`src/rtl/threshold_monitor_pkg.sv`:
```
// Shared types and constants for the hysteresis threshold monitor.
// Holds the alarm FSM state encoding and the statistics counter width.
package threshold_monitor_pkg;

    typedef enum logic [1:0] {
        NORMAL    = 2'd0,
        ARMING    = 2'd1,
        ALARM     = 2'd2,
        DISARMING = 2'd3
    } mon_state_t;

    localparam int EVENT_CNT_W = 16;

    // Saturating increment for the alarm-entry counter.
    function automatic logic [EVENT_CNT_W-1:0] sat_inc(input logic [EVENT_CNT_W-1:0] v);
        return (&v) ? v : v + EVENT_CNT_W'(1);
    endfunction

endpackage

```
`src/rtl/threshold_monitor_if.sv`:
```
// Threshold/sample inputs and alarm/statistics outputs of threshold_monitor.
// Signal suffixes are from the monitor's point of view (slave modport).
interface threshold_monitor_if #(
    parameter int DATA_W = 16
);
    import threshold_monitor_pkg::*;

    logic [DATA_W-1:0]      high_threshold_i;
    logic [DATA_W-1:0]      low_threshold_i;
    logic                   sample_valid_i;
    logic [DATA_W-1:0]      sample_i;
    logic                   clear_i;
    logic                   alarm_o;
    logic                   alarm_rise_o;
    logic                   sticky_o;
    logic                   cfg_err_o;
    logic [EVENT_CNT_W-1:0] event_count_o;
    logic [DATA_W-1:0]      peak_o;

    modport master (
        output high_threshold_i, low_threshold_i, sample_valid_i, sample_i, clear_i,
        input  alarm_o, alarm_rise_o, sticky_o, cfg_err_o, event_count_o, peak_o
    );

    modport slave (
        input  high_threshold_i, low_threshold_i, sample_valid_i, sample_i, clear_i,
        output alarm_o, alarm_rise_o, sticky_o, cfg_err_o, event_count_o, peak_o
    );

endinterface

```
`src/rtl/threshold_monitor_debounce.sv`:
```
// Alarm FSM with debounce counter: DEBOUNCE consecutive qualifying samples change state.
// Advances only on v_i; force_normal_i overrides everything. Outputs are registered.
module threshold_monitor_debounce
    import threshold_monitor_pkg::*;
#(
    parameter int DEBOUNCE = 4
) (
    input  logic       clk_i,
    input  logic       rst_i,
    input  logic       v_i,
    input  logic       above_i,
    input  logic       below_i,
    input  logic       force_normal_i,
    output mon_state_t state_o,
    output logic       alarm_o,
    output logic       rise_o
);

    localparam int CNT_W = $clog2(DEBOUNCE + 1);
    localparam logic [CNT_W-1:0] DEB_LAST = CNT_W'(DEBOUNCE);
    localparam logic [CNT_W-1:0] CNT_ONE  = CNT_W'(1);

    mon_state_t       state_q, state_d;
    logic [CNT_W-1:0] cnt_q, cnt_d;
    logic [CNT_W-1:0] cnt_inc;
    logic             alarm_q, alarm_d;
    logic             rise_q, rise_d;

    assign cnt_inc = cnt_q + CNT_ONE;

    always_comb begin
        state_d = state_q;
        cnt_d   = cnt_q;
        if (force_normal_i) begin
            state_d = NORMAL;
            cnt_d   = '0;
        end else if (v_i) begin
            unique case (state_q)
                NORMAL: begin
                    if (above_i) begin
                        if (DEBOUNCE == 1) begin
                            state_d = ALARM;
                        end else begin
                            state_d = ARMING;
                            cnt_d   = CNT_ONE;
                        end
                    end
                end
                ARMING: begin
                    if (!above_i) begin
                        state_d = NORMAL;
                        cnt_d   = '0;
                    end else if (cnt_inc == DEB_LAST) begin
                        state_d = ALARM;
                        cnt_d   = '0;
                    end else begin
                        cnt_d = cnt_inc;
                    end
                end
                ALARM: begin
                    if (below_i) begin
                        if (DEBOUNCE == 1) begin
                            state_d = NORMAL;
                        end else begin
                            state_d = DISARMING;
                            cnt_d   = CNT_ONE;
                        end
                    end
                end
                DISARMING: begin
                    if (!below_i) begin
                        state_d = ALARM;
                        cnt_d   = '0;
                    end else if (cnt_inc == DEB_LAST) begin
                        state_d = NORMAL;
                        cnt_d   = '0;
                    end else begin
                        cnt_d = cnt_inc;
                    end
                end
                default: begin
                    state_d = NORMAL;
                    cnt_d   = '0;
                end
            endcase
        end
    end

    // DISARMING -> ALARM is a bounce back, not a new alarm entry, so no rise.
    assign alarm_d = (state_d == ALARM) || (state_d == DISARMING);
    assign rise_d  = (state_d == ALARM) && ((state_q == NORMAL) || (state_q == ARMING));

    always_ff @(posedge clk_i) begin
        if (rst_i) begin
            state_q <= NORMAL;
            cnt_q   <= '0;
            alarm_q <= 1'b0;
            rise_q  <= 1'b0;
        end else begin
            state_q <= state_d;
            cnt_q   <= cnt_d;
            alarm_q <= alarm_d;
            rise_q  <= rise_d;
        end
    end

    assign state_o = state_q;
    assign alarm_o = alarm_q;
    assign rise_o  = rise_q;

    cnt_bound_a: assert property (@(posedge clk_i) disable iff (rst_i) cnt_q <= DEB_LAST);

endmodule

```
`src/rtl/threshold_monitor.sv`:
```
// Hysteresis threshold comparator with debounced alarm, sticky flag and optional
// statistics (event count, peak) enabled by THRESHOLD_MONITOR_STATS_EN. Latency 2 cycles.
module threshold_monitor
    import threshold_monitor_pkg::*;
#(
    parameter int DATA_W   = 16,
    parameter int DEBOUNCE = 4
) (
    input  logic                 clk_i,
    input  logic                 rst_i,
    threshold_monitor_if.slave   mon
);

    logic       above_q, below_q, v_q;
    logic       cfg_err_q, cfg_err_d;
    logic       sticky_q, sticky_d;
    logic       force_normal;
    logic       alarm, rise;
    mon_state_t state;

    assign cfg_err_d = mon.low_threshold_i > mon.high_threshold_i;
    // Force from the live compare too, so alarm_o drops on the same edge cfg_err_o rises.
    assign force_normal = cfg_err_d | cfg_err_q;
    assign sticky_d     = rise | (sticky_q & ~mon.clear_i);

    always_ff @(posedge clk_i) begin
        if (rst_i) begin
            above_q   <= 1'b0;
            below_q   <= 1'b0;
            v_q       <= 1'b0;
            cfg_err_q <= 1'b0;
            sticky_q  <= 1'b0;
        end else begin
            v_q       <= mon.sample_valid_i;
            cfg_err_q <= cfg_err_d;
            sticky_q  <= sticky_d;
            if (mon.sample_valid_i) begin
                above_q <= mon.sample_i > mon.high_threshold_i;
                below_q <= mon.sample_i < mon.low_threshold_i;
            end
        end
    end

    threshold_monitor_debounce #(
        .DEBOUNCE       (DEBOUNCE)
    ) u_debounce (
        .clk_i          (clk_i),
        .rst_i          (rst_i),
        .v_i            (v_q),
        .above_i        (above_q),
        .below_i        (below_q),
        .force_normal_i (force_normal),
        .state_o        (state),
        .alarm_o        (alarm),
        .rise_o         (rise)
    );

    assign mon.alarm_o      = alarm;
    assign mon.alarm_rise_o = rise;
    assign mon.sticky_o     = sticky_q;
    assign mon.cfg_err_o    = cfg_err_q;

`ifdef THRESHOLD_MONITOR_STATS_EN
    logic [EVENT_CNT_W-1:0] event_cnt_q, event_cnt_d;
    logic [DATA_W-1:0]      peak_q, peak_d;

    always_comb begin
        event_cnt_d = event_cnt_q;
        peak_d      = peak_q;
        if (mon.clear_i) begin
            event_cnt_d = rise ? EVENT_CNT_W'(1) : '0;
            peak_d      = mon.sample_valid_i ? mon.sample_i : '0;
        end else begin
            if (rise) begin
                event_cnt_d = sat_inc(event_cnt_q);
            end
            if (mon.sample_valid_i && (mon.sample_i > peak_q)) begin
                peak_d = mon.sample_i;
            end
        end
    end

    always_ff @(posedge clk_i) begin
        if (rst_i) begin
            event_cnt_q <= '0;
            peak_q      <= '0;
        end else begin
            event_cnt_q <= event_cnt_d;
            peak_q      <= peak_d;
        end
    end

    assign mon.event_count_o = event_cnt_q;
    assign mon.peak_o        = peak_q;
`else
    assign mon.event_count_o = '0;
    assign mon.peak_o        = '0;
`endif

    alarm_state_a: assert property (@(posedge clk_i) disable iff (rst_i)
        alarm == ((state == ALARM) || (state == DISARMING)));

endmodule
```
`src/flat_wrapper.sv`:
```
// flat-port wrapper written by rule: the top's interface ports become plain ports
module threshold_monitor_flat import threshold_monitor_pkg::*;
#(
    parameter int DATA_W   = 16,
    parameter int DEBOUNCE = 4
)
  (clk_i, rst_i, mon_high_threshold_i, mon_low_threshold_i, mon_sample_valid_i, mon_sample_i, mon_clear_i, mon_alarm_o, mon_alarm_rise_o, mon_sticky_o, mon_cfg_err_o, mon_event_count_o, mon_peak_o);
  threshold_monitor_if #(.DATA_W(DATA_W)) mon_i ();
  input  logic clk_i;
  input  logic rst_i;
  input wire logic [$bits(mon_i.high_threshold_i)-1:0] mon_high_threshold_i;
  input wire logic [$bits(mon_i.low_threshold_i)-1:0] mon_low_threshold_i;
  input wire logic [$bits(mon_i.sample_valid_i)-1:0] mon_sample_valid_i;
  input wire logic [$bits(mon_i.sample_i)-1:0] mon_sample_i;
  input wire logic [$bits(mon_i.clear_i)-1:0] mon_clear_i;
  output wire logic [$bits(mon_i.alarm_o)-1:0] mon_alarm_o;
  output wire logic [$bits(mon_i.alarm_rise_o)-1:0] mon_alarm_rise_o;
  output wire logic [$bits(mon_i.sticky_o)-1:0] mon_sticky_o;
  output wire logic [$bits(mon_i.cfg_err_o)-1:0] mon_cfg_err_o;
  output wire logic [$bits(mon_i.event_count_o)-1:0] mon_event_count_o;
  output wire logic [$bits(mon_i.peak_o)-1:0] mon_peak_o;
  assign mon_i.high_threshold_i = mon_high_threshold_i;
  assign mon_i.low_threshold_i = mon_low_threshold_i;
  assign mon_i.sample_valid_i = mon_sample_valid_i;
  assign mon_i.sample_i = mon_sample_i;
  assign mon_i.clear_i = mon_clear_i;
  assign mon_alarm_o = mon_i.alarm_o;
  assign mon_alarm_rise_o = mon_i.alarm_rise_o;
  assign mon_sticky_o = mon_i.sticky_o;
  assign mon_cfg_err_o = mon_i.cfg_err_o;
  assign mon_event_count_o = mon_i.event_count_o;
  assign mon_peak_o = mon_i.peak_o;
  threshold_monitor #(.DATA_W(DATA_W), .DEBOUNCE(DEBOUNCE)) u_core (.clk_i(clk_i), .rst_i(rst_i), .mon(mon_i));
endmodule
```
`config.mk`:
```
export PLATFORM = sky130hd
export DESIGN_NAME = threshold_monitor_flat
export DESIGN_NICKNAME = d
export VERILOG_FILES = /design/src/rtl/threshold_monitor_pkg.sv /design/src/rtl/threshold_monitor_if.sv /design/src/rtl/threshold_monitor_debounce.sv /design/src/rtl/threshold_monitor.sv /design/src/flat_wrapper.sv
export SDC_FILE = /design/constraint.sdc
export NUM_CORES = 1
export LEC_CHECK = 0
export BUFFER_PORTS_ARGS = -buffer_cell sky130_fd_sc_hd__clkbuf_2
export CORE_AREA = 5 5 67 69
export CTS_CLUSTER_SIZE = 40
export DETAILED_ROUTE_END_ITERATION = 7
export DIE_AREA = 0 0 72 74
export GPL_TIMING_DRIVEN = 0
export PLACE_DENSITY = 0.9
export SYNTH_ARGS = -nofsm -noshare
export SYNTH_HDL_FRONTEND = slang
export SYNTH_SLANG_ARGS = --single-unit
```
`constraint.sdc`:
```
create_clock -name clk_i -period 5.35 [get_ports clk_i]
set_clock_uncertainty 0.05 [all_clocks]
set_input_delay 0 -clock clk_i [delete_from_list [all_inputs] [get_ports clk_i]]
set_output_delay 0 -clock clk_i [all_outputs]
set_load 0.01 [all_outputs]
```
==> results.sh <==
export IMPL_fin_area_sq_um=2410
export IMPL_synthDistinctLibCells=38
export IMPL_crit_required_ns=5.43
export IMPL_wl_microns=4130
export IMPL_period_minus_slack_ns=1.80
export IMPL_die_area_sq_um=5330
export IMPL_critPathKind="register to register"
export IMPL_rows=23
export IMPL_netlist_area_leader_share_pct=32.8
export IMPL_nets=433
export IMPL_ys_ff_latch=12
export IMPL_ios=88
export IMPL_seq_area_frac_synth_pct=12.8
export IMPL_power_leakage_uw=0.00142
export IMPL_max_freq_mhz=555
export IMPL_place_area_sq_um=2330
export IMPL_antenna_found_initial=0
export IMPL_cts_tree="yes"
export IMPL_path_clk_slew_ns=0.05
export IMPL_worst_pin_slew_ns=0.519
export IMPL_htree_levels=1
export IMPL_rsz0062_at_grt="no"
export IMPL_num_antenna_cells=0
export IMPL_place_gp_congestion=0.854
export IMPL_vias=1772
export IMPL_cts_sinks=12
export IMPL_grt_max_degree=9
export IMPL_crit_family="compound AO/OA/AOI/OAI gates"
export IMPL_ctsHoldBuffers=3
export IMPL_grt_overflow_total=0
export IMPL_post_cts_setup_buffers=0
export IMPL_synthTopCellsByArea="ha_1 33%, dfxtp_1 13%, buf_4 13%"
export IMPL_cpMostUsedCell="o21ai_0"
export IMPL_ys_warn_count=0
export IMPL_fin_crit_sh_pct=33.7
export IMPL_grtUsageTotal_pct=16.0
export IMPL_slew_viol_final=0
export IMPL_finalPower_uw=334
export IMPL_crit_arrival_ns=1.88
export IMPL_root_buffer="clkbuf_8"
export IMPL_cts_buffer_depth=2
export IMPL_syn_inst=238
export IMPL_syn_area_sq_um=1870
export IMPL_cts_resized=0
export IMPL_cp_num_buf_inv=0
export IMPL_hold_violations=0
export IMPL_layout_drive_gt1_share_pct=29.3
export IMPL_yosysTopAreaCell="ha_1"
export IMPL_hpwl_microns=3730
export IMPL_die_w_microns=72
export IMPL_syn_avg_cell_area_sq_um=7.86
export IMPL_final_util_pct=62.5
export IMPL_route_detailed_drc=0
export IMPL_cp_max_fo=5
export IMPL_avgRoutedWirePerCell_microns=10.8
export IMPL_core_area_sq_um=3860
export IMPL_drv_cap=0
export IMPL_setup_viol=0
export IMPL_grt_pass1_vias=1804
export IMPL_slowest_delay_ns=0.43
export IMPL_p_per_area_nw_per_um2=138
export IMPL_status="finished, final reports clean"
export IMPL_tns_ns=0
export IMPL_fillCellCount=357
export IMPL_start_util_pct=48.5
export IMPL_drt_iter0_markers=70
export IMPL_max_slew_margin_pct=65.1
export IMPL_numCtsBuffers=3
export IMPL_irDropWorstVdd_uv=70.3
export IMPL_syn2layout_area_growth_pct=28.8
export IMPL_dr_pass1_iters=6
export IMPL_fp_dieH_microns=74
export IMPL_clock_latency_ns=0.24
export IMPL_cp_end_kind="register"
export IMPL_crit_chain="ha_1 -> nor2b_1 -> o21ai_0 -> o21ai_0 -> a2111oi_0"
export IMPL_viasPerCell=4.65
export IMPL_startpoint_type="register"
export IMPL_grt_pass1_wl_microns=7040
export IMPL_cp_slowest_cell="o21ai_0"
export IMPL_numPortBuffers=55
export IMPL_ant_nets=0
export IMPL_hold_path_class="input pin to register"
layout by cell type, fill, tap and decap left out, types with 2 or more instances in the layout:
master,n
nor3_1,3
nor4_1,3
clkbuf_2,55
inv_1,35
nand4_1,7
clkbuf_8,4
a21oi_1,21
ha_1,49
dlygate4sd3_1,3
conb_1,32
a21o_1,3
nor2_1,8
nand3_1,3
a211oi_1,3
dfxtp_1,12
nand2b_1,2
nor2b_1,5
buf_4,32
nand2_1,19
o21ai_0,11
cell usage after synthesis (all sizes together):
| cell | number |
|---|---|
| a2111o | 1 |
| a2111oi | 1 |
| a211o | 1 |
| a211oi | 3 |
| a21boi | 1 |
| a21o | 3 |
| a21oi | 21 |
| a221oi | 1 |
| a22oi | 2 |
| a32o | 1 |
| and3 | 1 |
| buf | 32 |
| clkbuf | 1 |
| conb | 1 |
| dfxtp | 12 |
| ha | 49 |
| inv | 35 |
| nand2 | 19 |
| nand2b | 2 |
| nand3 | 3 |
| nand3b | 1 |
| nand4 | 8 |
| nand4b | 1 |
| nor2 | 8 |
| nor2b | 6 |
| nor3 | 3 |
| nor3b | 1 |
| nor4 | 4 |
| nor4b | 1 |
| o2111ai | 1 |
| o211ai | 2 |
| o21ai | 11 |
| or2 | 1 |
final timing paths:
check                                                start  depth (start not counted)  slack [ns]                          to
worst min register to register              u_core.below_q                          2        0.42              u_core.below_q
worst min-delay path                      mon_sample_i[15]                          4        0.15              u_core.below_q
worst max-delay path            u_core.u_debounce.cnt_q[0]                          5        3.55  u_core.u_debounce.cnt_q[0]
worst max register to register  u_core.u_debounce.cnt_q[0]                          5        3.55  u_core.u_debounce.cnt_q[0]
per-stage QoR:
stage,hold WS (ns),instances,setup WS (ns)
3_5_place_dp,0.181,374,3.47
5_1_grt,0.193,381,3.25
3_3_place_gp,0.176,374,3.47
4_1_cts,0.147,381,3.55
2_1_floorplan,0.0216,269,3.67
6_report,0.151,381,3.55
area by class of cell:
type                    count  area [sq um]  share of cell area, %
plain buffers              33           244                   10.1
multi-input cells         189          1370                   56.9
inverters                  35           131                   5.45
clock buffers               4          55.1                   2.28
flip-flops and latches     12           240                   9.96
well taps                  50          62.6                   2.59
repair buffers             58           305                   12.7
layer usage:
metal	GRT usage, %	wire length, microns	share of wire (%)
met1	20.0	1860	45
met2	28.1	1900	46
met3	2.16	315	7.6
met4	6.26	61	1.5
met5	0	0	0
state kept, by name, indices dropped and copies added (netlist names):
signal / cells
u_core.above_q: 1
u_core.below_q: 1
u_core.mon.cfg_err_o: 1
u_core.mon.sticky_o: 1
u_core.u_debounce.alarm_o: 1
u_core.u_debounce.cnt_q: 3
u_core.u_debounce.rise_o: 1
u_core.u_debounce.state_o: 2
u_core.v_q: 1
tightest hold or removal path, stage by stage:
cell and delay (ns):
clkbuf_2 0.11, ha_1 0.13, nand3b_1 0.09, o21ai_0 0.07
kinds of logic after synthesis:
logic type | after synthesis | synth area share (%)
other | 1 | 0.200
AND/OR/NAND/NOR | 59 | 17.6
adder cells (fa/ha/maj) | 49 | 32.8
AO/OA/AOI/OAI | 49 | 16.5
buffers and inverters | 68 | 20.1
flip-flops | 12 | 12.8
report_power, final:
group	internal (uW)	switching, uW	leakage (uW)
Clock	65.0	33.0	0.0000288
Sequential	92.1	2.21	0.0000976
Combinational	68.2	73.2	0.00129
Note: power is estimated with default switching activity, not from simulation.
